File: src/rtl/fifo_wr_arbiter_if.sv
// rtl/fifo_wr_arbiter_if.sv - requester and FIFO write-port signals of fifo_wr_arbiter
interface fifo_wr_arbiter_if #(
    parameter int DATA_WIDTH = 41,
    parameter int NUM_REQ    = 2,
    parameter int CNT_WIDTH  = 16
);
    localparam int IDW = (NUM_REQ > 2) ? $clog2(NUM_REQ) : 1;

    logic [NUM_REQ-1:0]            req_valid;
    logic [NUM_REQ-1:0]            req_last;
    logic [NUM_REQ*DATA_WIDTH-1:0] req_data;
    logic [NUM_REQ-1:0]            req_ready;
    logic                          full;
    logic                          wr_en;
    logic [DATA_WIDTH-1:0]         wr_data;
    logic [IDW-1:0]                grant_id;
    logic                          busy;
    logic [CNT_WIDTH-1:0]          wr_count;

    modport slave (
        input  req_valid, req_last, req_data, full,
        output req_ready, wr_en, wr_data, grant_id, busy, wr_count
    );

    modport master (
        output req_valid, req_last, req_data, full,
        input  req_ready, wr_en, wr_data, grant_id, busy, wr_count
    );
endinterface

File: src/rtl/fifo_wr_arbiter.sv
// rtl/fifo_wr_arbiter.sv - round-robin FIFO write-port arbiter with packet lock and one-entry output register
module fifo_wr_arbiter #(
    parameter int DATA_WIDTH = 41,
    parameter int NUM_REQ    = 2,
    parameter int CNT_WIDTH  = 16
) (
    input  logic             wr_clk,
    input  logic             wr_rst,
    fifo_wr_arbiter_if.slave bus
);
    localparam int IDW = (NUM_REQ > 2) ? $clog2(NUM_REQ) : 1;

    typedef enum logic {IDLE, LOCKED} state_t;

    state_t                state, state_nxt;
    logic [IDW-1:0]        ptr, ptr_nxt, owner, owner_nxt;
    logic [IDW-1:0]        rr_pick, gnt, grant_id;
    logic                  out_valid;
    logic [DATA_WIDTH-1:0] out_data, sel_data;
    logic [CNT_WIDTH-1:0]  wr_count;
    logic [NUM_REQ-1:0]    ready;
    logic                  wr_en, accept, found, offer, xfer, xfer_last;

    assign wr_en  = out_valid & ~bus.full;
    // The slot can take a beat when empty or when its beat leaves this cycle.
    assign accept = ~out_valid | wr_en;

    always_comb begin
        logic [IDW-1:0] idx;
        found   = 1'b0;
        rr_pick = ptr;
        idx     = '0;
        // Walk downward so the closest valid requester at or after ptr wins.
        for (int k = NUM_REQ - 1; k >= 0; k--) begin
            idx = IDW'((int'(ptr) + k) % NUM_REQ);
            if (bus.req_valid[idx]) begin
                found   = 1'b1;
                rr_pick = idx;
            end
        end
    end

    always_comb begin
        gnt       = (state == LOCKED) ? owner : rr_pick;
        offer     = accept & ~wr_rst & ((state == LOCKED) | found);
        ready     = '0;
        xfer_last = 1'b0;
        sel_data  = '0;
        for (int i = 0; i < NUM_REQ; i++) begin
            if (gnt == IDW'(i)) begin
                ready[i]  = offer;
                xfer_last = bus.req_last[i];
                sel_data  = bus.req_data[i*DATA_WIDTH +: DATA_WIDTH];
            end
        end
        xfer = |(ready & bus.req_valid);
    end

    always_comb begin
        state_nxt = state;
        ptr_nxt   = ptr;
        owner_nxt = owner;
        if (xfer) begin
            if (xfer_last) begin
                state_nxt = IDLE;
                ptr_nxt   = (gnt == IDW'(NUM_REQ - 1)) ? '0 : gnt + 1'b1;
            end else begin
                state_nxt = LOCKED;
                owner_nxt = gnt;
            end
        end
    end

    always_ff @(posedge wr_clk or posedge wr_rst) begin
        if (wr_rst) begin
            state <= IDLE;
            ptr   <= '0;
            owner <= '0;
        end else begin
            state <= state_nxt;
            ptr   <= ptr_nxt;
            owner <= owner_nxt;
        end
    end

    always_ff @(posedge wr_clk or posedge wr_rst) begin
        if (wr_rst) begin
            out_valid <= 1'b0;
            out_data  <= '0;
            grant_id  <= '0;
            wr_count  <= '0;
        end else begin
            if (xfer) begin
                out_valid <= 1'b1;
                out_data  <= sel_data;
                grant_id  <= gnt;
            end else if (wr_en) begin
                out_valid <= 1'b0;
            end
            if (wr_en) begin
                wr_count <= wr_count + 1'b1;
            end
        end
    end

    assign bus.req_ready = ready;
    assign bus.wr_en     = wr_en;
    assign bus.wr_data   = out_data;
    assign bus.grant_id  = grant_id;
    assign bus.busy      = (state == LOCKED);
    assign bus.wr_count  = wr_count;
endmodule

File: src/flat_wrapper.sv
// flat-port wrapper written by rule: the top's interface ports become plain ports
module fifo_wr_arbiter_flat 
#(
    parameter int DATA_WIDTH = 41,
    parameter int NUM_REQ    = 2,
    parameter int CNT_WIDTH  = 16
)
  (wr_clk, wr_rst, bus_req_valid, bus_req_last, bus_req_data, bus_full, bus_req_ready, bus_wr_en, bus_wr_data, bus_grant_id, bus_busy, bus_wr_count);
  fifo_wr_arbiter_if #(.DATA_WIDTH(DATA_WIDTH), .NUM_REQ(NUM_REQ), .CNT_WIDTH(CNT_WIDTH)) bus_i ();
  input  logic wr_clk;
  input  logic wr_rst;
  input wire logic [$bits(bus_i.req_valid)-1:0] bus_req_valid;
  input wire logic [$bits(bus_i.req_last)-1:0] bus_req_last;
  input wire logic [$bits(bus_i.req_data)-1:0] bus_req_data;
  input wire logic [$bits(bus_i.full)-1:0] bus_full;
  output wire logic [$bits(bus_i.req_ready)-1:0] bus_req_ready;
  output wire logic [$bits(bus_i.wr_en)-1:0] bus_wr_en;
  output wire logic [$bits(bus_i.wr_data)-1:0] bus_wr_data;
  output wire logic [$bits(bus_i.grant_id)-1:0] bus_grant_id;
  output wire logic [$bits(bus_i.busy)-1:0] bus_busy;
  output wire logic [$bits(bus_i.wr_count)-1:0] bus_wr_count;
  assign bus_i.req_valid = bus_req_valid;
  assign bus_i.req_last = bus_req_last;
  assign bus_i.req_data = bus_req_data;
  assign bus_i.full = bus_full;
  assign bus_req_ready = bus_i.req_ready;
  assign bus_wr_en = bus_i.wr_en;
  assign bus_wr_data = bus_i.wr_data;
  assign bus_grant_id = bus_i.grant_id;
  assign bus_busy = bus_i.busy;
  assign bus_wr_count = bus_i.wr_count;
  fifo_wr_arbiter #(.DATA_WIDTH(DATA_WIDTH), .NUM_REQ(NUM_REQ), .CNT_WIDTH(CNT_WIDTH)) u_core (.wr_clk(wr_clk), .wr_rst(wr_rst), .bus(bus_i));
endmodule
File: config.mk
export PLATFORM = sky130hd
export DESIGN_NAME = fifo_wr_arbiter_flat
export DESIGN_NICKNAME = d
export VERILOG_FILES = /design/src/rtl/fifo_wr_arbiter_if.sv /design/src/rtl/fifo_wr_arbiter.sv /design/src/flat_wrapper.sv
export SDC_FILE = /design/constraint.sdc
export NUM_CORES = 1
export LEC_CHECK = 0
export ABC_AREA = 1
export BUFFER_PORTS_ARGS = -buffer_cell sky130_fd_sc_hd__buf_2
export CAP_MARGIN = 20
export CORE_MARGIN = 4
export CORE_UTILIZATION = 42
export DETAILED_ROUTE_END_ITERATION = 6
export PLACE_DENSITY = 0.77
export SKIP_CTS_REPAIR_TIMING = 1
export SYNTH_ARGS = -nofsm -noshare
export SYNTH_HDL_FRONTEND = slang
export SYNTH_SLANG_ARGS = --single-unit
File: constraint.sdc
create_clock -name wr_clk -period 3.8 [get_ports wr_clk]
set_input_delay 0.95 -clock wr_clk [delete_from_list [all_inputs] [get_ports wr_clk]]
set_output_delay 0.95 -clock wr_clk [all_outputs]
set_load 0.05 [all_outputs]
== After elaboration in Yosys (flattened, before gate mapping) ==
Cells that the tools add are included.

* Logic and storage cells: 43
* Output and inout bits: 62
* Register bits: 62
* Input bits: 89

* Bitwise gates (word level): 10
* Add/subtract/negate cells: 3
* Reductions and logical operators: 4
* Multiplexer cells: 17
* $lt $le $gt $ge: 2

{| class="wikitable"
|+ Operators with widths
! operator !! number
|-
| two-way mux 41 bit || 1
|-
| adder 16 x 1 -> 16 bit (second input constant) || 1
|-
| two-way mux 1 bit || 16
|-
| < comparator 1 x 2 -> 1 bit (second input constant) || 2
|-
| NOT 1 bit || 4
|-
| AND reduction 2 bit || 2
|-
| bitwise AND 1 bit || 3
|-
| adder 1 bit (second input constant) || 2
|-
| bitwise AND 2 bit || 1
|-
| bitwise OR 1 bit || 2
|-
| nonzero test 2 bit || 1
|-
| OR reduction 2 bit || 1
|}

== Depth between registers and ports, before layout ==
* Depth after elaboration: 11
* Gate-level depth with buffers: 11
* Depth with buffers taken out: 10

== Least setup slack after synthesis ==
Ideal clock, no wire load.

* Kind: input port to output port
* Start point: in wr_rst
* End point: out bus_req_ready[1]
* Data required time: 2850 ps
* Stages on the path: 5
* Buffers on the path: 0
* Arrival time: 3339 ps
* Setup slack: -489 ps
* Cells stage by stage: inv_1 -> nand2_1 -> a21oi_1 -> inv_1 -> nor2_1

* Longest elaborated chain between the ends: 4

{| class="wikitable"
|+ RTL lines
! element !! RTL line !! RTL
|-
| start, declared || flat_wrapper.sv:11 || <nowiki>input logic wr_rst;</nowiki>
|-
| NOT 1 bit || fifo_wr_arbiter.sv:45 || <nowiki>offer = accept & ~wr_rst & ((state == LOCKED) | found);</nowiki>
|-
| bitwise AND 1 bit (2 in a row) || fifo_wr_arbiter.sv:45 ||
|-
| two-way mux 1 bit || fifo_wr_arbiter.sv:50 || <nowiki>if (gnt == IDW'(i)) begin</nowiki>
|-
| end, declared || flat_wrapper.sv:16 || <nowiki>output wire logic [$bits(bus_i.req_ready)-1:0] bus_req_ready;</nowiki>
|}

No other way between the ends.

== Worst setup path after layout ==
* Start point: in bus_req_valid[0]
* End point: out bus_req_ready[1]

* Longest elaborated chain between the ends: 7
* Elaborated cells on any way between the ends: 12
* Classes of those cells: mux: 10; bitwise: 2

{| class="wikitable"
|+ RTL lines
! element !! RTL line !! RTL
|-
| start, declared || flat_wrapper.sv:12 || <nowiki>input wire logic [$bits(bus_i.req_valid)-1:0] bus_req_valid;</nowiki>
|-
| two-way mux 1 bit (implied by the code) (2 in a row) || fifo_wr_arbiter.sv:36 || <nowiki>if (bus.req_valid[idx]) begin</nowiki>
|-
| two-way mux 1 bit (2 in a row) || fifo_wr_arbiter.sv:36 ||
|-
| bitwise OR 1 bit || fifo_wr_arbiter.sv:45 ||
|-
| bitwise AND 1 bit || fifo_wr_arbiter.sv:45 ||
|-
| two-way mux 1 bit * || fifo_wr_arbiter.sv:50 ||
|}

Mark *: on every way between the ends. The rest lies on a longest branch, timed or not. The select of a mux whose other input is x is not followed.

==> impl_metrics.csv <==
group,metric,value,unit
synthesis,synth_area,3100,um^2
sta,min_clock_period_post_route,2.953,ns
clock_network,clkTransAtPathRegs,0.06,ns
cells_and_area,num-nets-final,669,
route,route.antenna.remaining_nets,0,
cells_and_area,final_common_cell,"sky130_fd_sc_hd__nand2_1",
sta,rsz0062_at_grt,"false",
critical_path,cp.arrival,2.00,ns
synthesis,synth-seq-cells,62,
power,p_leak,2.566,nW
synthesis,synth.largest_area_cell,"sky130_fd_sc_hd__dfrtp_1",
cells_and_area,multi_input_comb_area,1363,um^2
placed_design,place.detailed.hpwl,5.762,mm
critical_path,worst-setup-path-type,"input pin to primary output",
route,route.vias.total,3098,
critical_path,r2r_start,"u_core.bus.busy",
cells_and_area,fraction_of_layout_cells_with_a_size_suffix_above_1,29.55,%
power,clock_power_share,13.3,%
critical_path,crit_fanout,15,
floorplanning,fp.dieH,93.92,um
sta,post-route-period-util,77.70,%
synthesis,proportion_of_netlist_area_held_by_the_largest_area_contributor,50.04,%
power,share_seq_of_total_power,29.3,%
clock_network,cts_sinks,62,
global_route,globalRoute.totalOverflow,0,
clock_network,clockRootBuffer,"sky130_fd_sc_hd__clkbuf_8",
status,status,"finished clean",
route,drc_errors,0,
placed_design,gp_routability_congestion,0.8035,
critical_path,crit_end,"bus_req_ready[1]",
placed_design,portBuffers,150,
power,power.net_switching,1.972,mW
floorplanning,num_io_pins,151,
global_route,first_global_vias,2963,
floorplanning,initial_utilization,42.98,%
placed_design,detailedPlace.worstSlack,0.8473,ns
power,max-vdd-ir-drop,0.4028,mV
clock_network,htree_levels,3,
cells_and_area,fill_cells,731,
synthesis,asyncSetResetFlopFracSynth,100.0,%
sta,finalSetupViolations,0,
sta,timing.final.ws_setup,0.8475,ns
power,design_power_total,3.606,mW
global_route,grt_antenna_before_repair,0,
synthesis,syn_inst,431,
floorplanning,die-area,8821,um^2
cells_and_area,fin_area,4048,um^2
synthesis,synth_edf_count,0,
floorplanning,die_w,93.92,um
clock_network,cts.path.max_buffers,2,
cells_and_area,final_cell_mix,"sky130_fd_sc_hd__nand2_1 (291), sky130_fd_sc_hd__buf_2 (150), sky130_fd_sc_hd__dfrtp_1 (62)",
clock_network,numCtsBuffers,9,
sta,hold_viol,0,
global_route,grt_start_max_net_pins,63,
power,internal-power,1.634,mW
placed_design,dpl_cell_area,3892,um^2
critical_path,critPathLaunch,"bus_req_valid[0]",
critical_path,worstSetupStartpointType,"input pin",
clock_network,tritoncts,"done",
power,combinationalPowerShare,57.4,%
critical_path,worstSetupEndpointType,"primary output",
route,vias_per_cell,4.549,
route,detailedRoute.firstIterationViolations,116,
synthesis,synthesis_warnings,0,
floorplanning,core_area,7214,um^2
floorplanning,row_count,31,
route,drt-wirelength-per-cell,11.66,um
power,power-per-cell-area,890.9,nW/um^2
route,wl,7.941,mm
sta,relSlewSlack,48.14,%
sta,drv_slew,0,
worst_hold_path,timing.hold.worst.class,"flop to flop",
cells_and_area,area_growth,30.55,%
global_route,grt_pass1_wl,13.10,mm
sta,fin_worst_skew,0.007298,ns
sta,max_slew.worst_pin.slew,0.7779,ns
route,firstDrtPassIters,4,
critical_path,cp.required,2.85,ns
synthesis,synth.distinct_cells,22,
synthesis,yosys-top-cells-area,"sky130_fd_sc_hd__dfrtp_1 (50%), sky130_fd_sc_hd__nand2_1 (35%), sky130_fd_sc_hd__inv_1 (2.1%), sky130_fd_sc_hd__xnor2_1 (1.7%), sky130_fd_sc_hd__xor2_1 (1.7%)",
global_route,gr-usage-all-layers,18.55,%
cells_and_area,register_area,1551,um^2
synthesis,postSynth.topFlopCell,"sky130_fd_sc_hd__dfrtp_1",
sta,timing.setup.tns,0,ns
cells_and_area,num_antenna_cells,0,
critical_path,reg2reg_slack,1.62,ns
job,maxCapViolCount,0,
critical_path,reg2reg_to,"u_core.bus.wr_data[29]",
synthesis,syn_nets,521,
power,share_of_total_power_consumed_by_net_switching,54.69,%
sta,max_clock_freq,338.7,MHz
synthesis,ys_seq_area_share,50.04,%
critical_path,worst_r2r_path_depth,8,
synthesis,post_synth.cell_area_avg,7.194,um^2
clock_network,worst_skew_pair_latency,0.32,ns
==> critical path, stage by stage <==
cell and delay [ns]:
sky130_fd_sc_hd__buf_2 0.12, sky130_fd_sc_hd__inv_2 0.05, sky130_fd_sc_hd__nand2_1 0.04, sky130_fd_sc_hd__nand2_1 0.09, sky130_fd_sc_hd__nand3_2 0.25, sky130_fd_sc_hd__nor2_1 0.21
sky130_fd_sc_hd__buf_2 0.29
==> logic make-up (layout without fill, tap and decap cells) <==
kind of cell / after synthesis / after routing / share of synthesized area, %
adder cells (fa/ha/maj): 1 / 1 / 0.4035
flip-flops: 62 / 62 / 50.04
AND/OR/NAND/NOR: 319 / 319 / 39.99
XOR/XNOR: 12 / 12 / 3.390
AO/OA/AOI/OAI: 1 / 1 / 0.1613
buffers and inverters: 36 / 187 / 6.013
==> worst min-delay path by stage <==
stage                                 startpoint                endpoint  depth (start not counted)
after floorplan                     u_core.owner            u_core.owner                          2
after global placement    u_core.bus.wr_data[10]  u_core.bus.wr_data[10]                          2
after detailed placement  u_core.bus.wr_data[14]  u_core.bus.wr_data[14]                          2
after CTS                  u_core.bus.wr_data[2]   u_core.bus.wr_data[2]                          2
after global routing      u_core.bus.wr_data[34]  u_core.bus.wr_data[34]                          2
final                      u_core.bus.wr_data[2]   u_core.bus.wr_data[2]                          2
==> through the flow <==
step	hold slack, ns	util [%]	std cells
finish	0.4625	56.10	681
global placement	0.4508	53.95	667
detailed placement	0.4529	53.95	667
CTS	0.4695	56.10	681
floorplan	0.4419	-	431
global route	0.4897	56.10	681
==> power by group through the flow <==
stage | Combinational (mW) | Clock, mW | Sequential [mW]
after floorplan | 0.843 | 0 | 1.85
after global placement | 2.06 | 0 | 1.06
after detailed placement | 2.09 | 0 | 1.07
after CTS | 2.10 | 0.491 | 1.06
after global routing | 2.27 | 0.525 | 1.09
final | 2.07 | 0.478 | 1.06
==> Yosys cell counts (2+ instances only) <==
cell,number
sky130_fd_sc_hd__nor3_1,2
sky130_fd_sc_hd__buf_2,3
sky130_fd_sc_hd__inv_1,17
sky130_fd_sc_hd__nand4_1,2
sky130_fd_sc_hd__nor2_1,12
sky130_fd_sc_hd__nand3_1,8
sky130_fd_sc_hd__dfrtp_1,62
sky130_fd_sc_hd__buf_4,4
sky130_fd_sc_hd__clkbuf_1,4
sky130_fd_sc_hd__buf_6,4
sky130_fd_sc_hd__nand2_1,291
sky130_fd_sc_hd__inv_2,2
sky130_fd_sc_hd__xnor2_1,6
sky130_fd_sc_hd__xor2_1,6
==> area by class of cell <==
| class | count | share of cell area [%] |
|---|---|---|
| sequential | 62 | 38.33 |
| timing repair buffer | 153 | 19.10 |
| clock buffer | 12 | 3.586 |
| tap | 99 | 3.060 |
| inverter | 20 | 2.009 |
| multi-input combinational | 333 | 33.66 |
| clock inverter | 2 | 0.2473 |
==> state kept, by name (all words and copies together), names as in the netlist <==
signal / cells
u_core.bus.grant_id: 1
u_core.bus.busy: 1
u_core.owner: 1
u_core.bus.wr_data: 41
u_core.ptr: 1
u_core.bus.wr_count: 16
u_core.out_valid: 1
==> routing by layer <==
layer	vias up	routed length, um	GRT usage [%]
met5	-	0	0
met4	0	78	6.378
met3	8	582	4.327
met2	103	3873	31.76
met1	1405	3407	22.87
li1	1582	-	-
No activity file was read; power rests on OpenSTA's default activity.
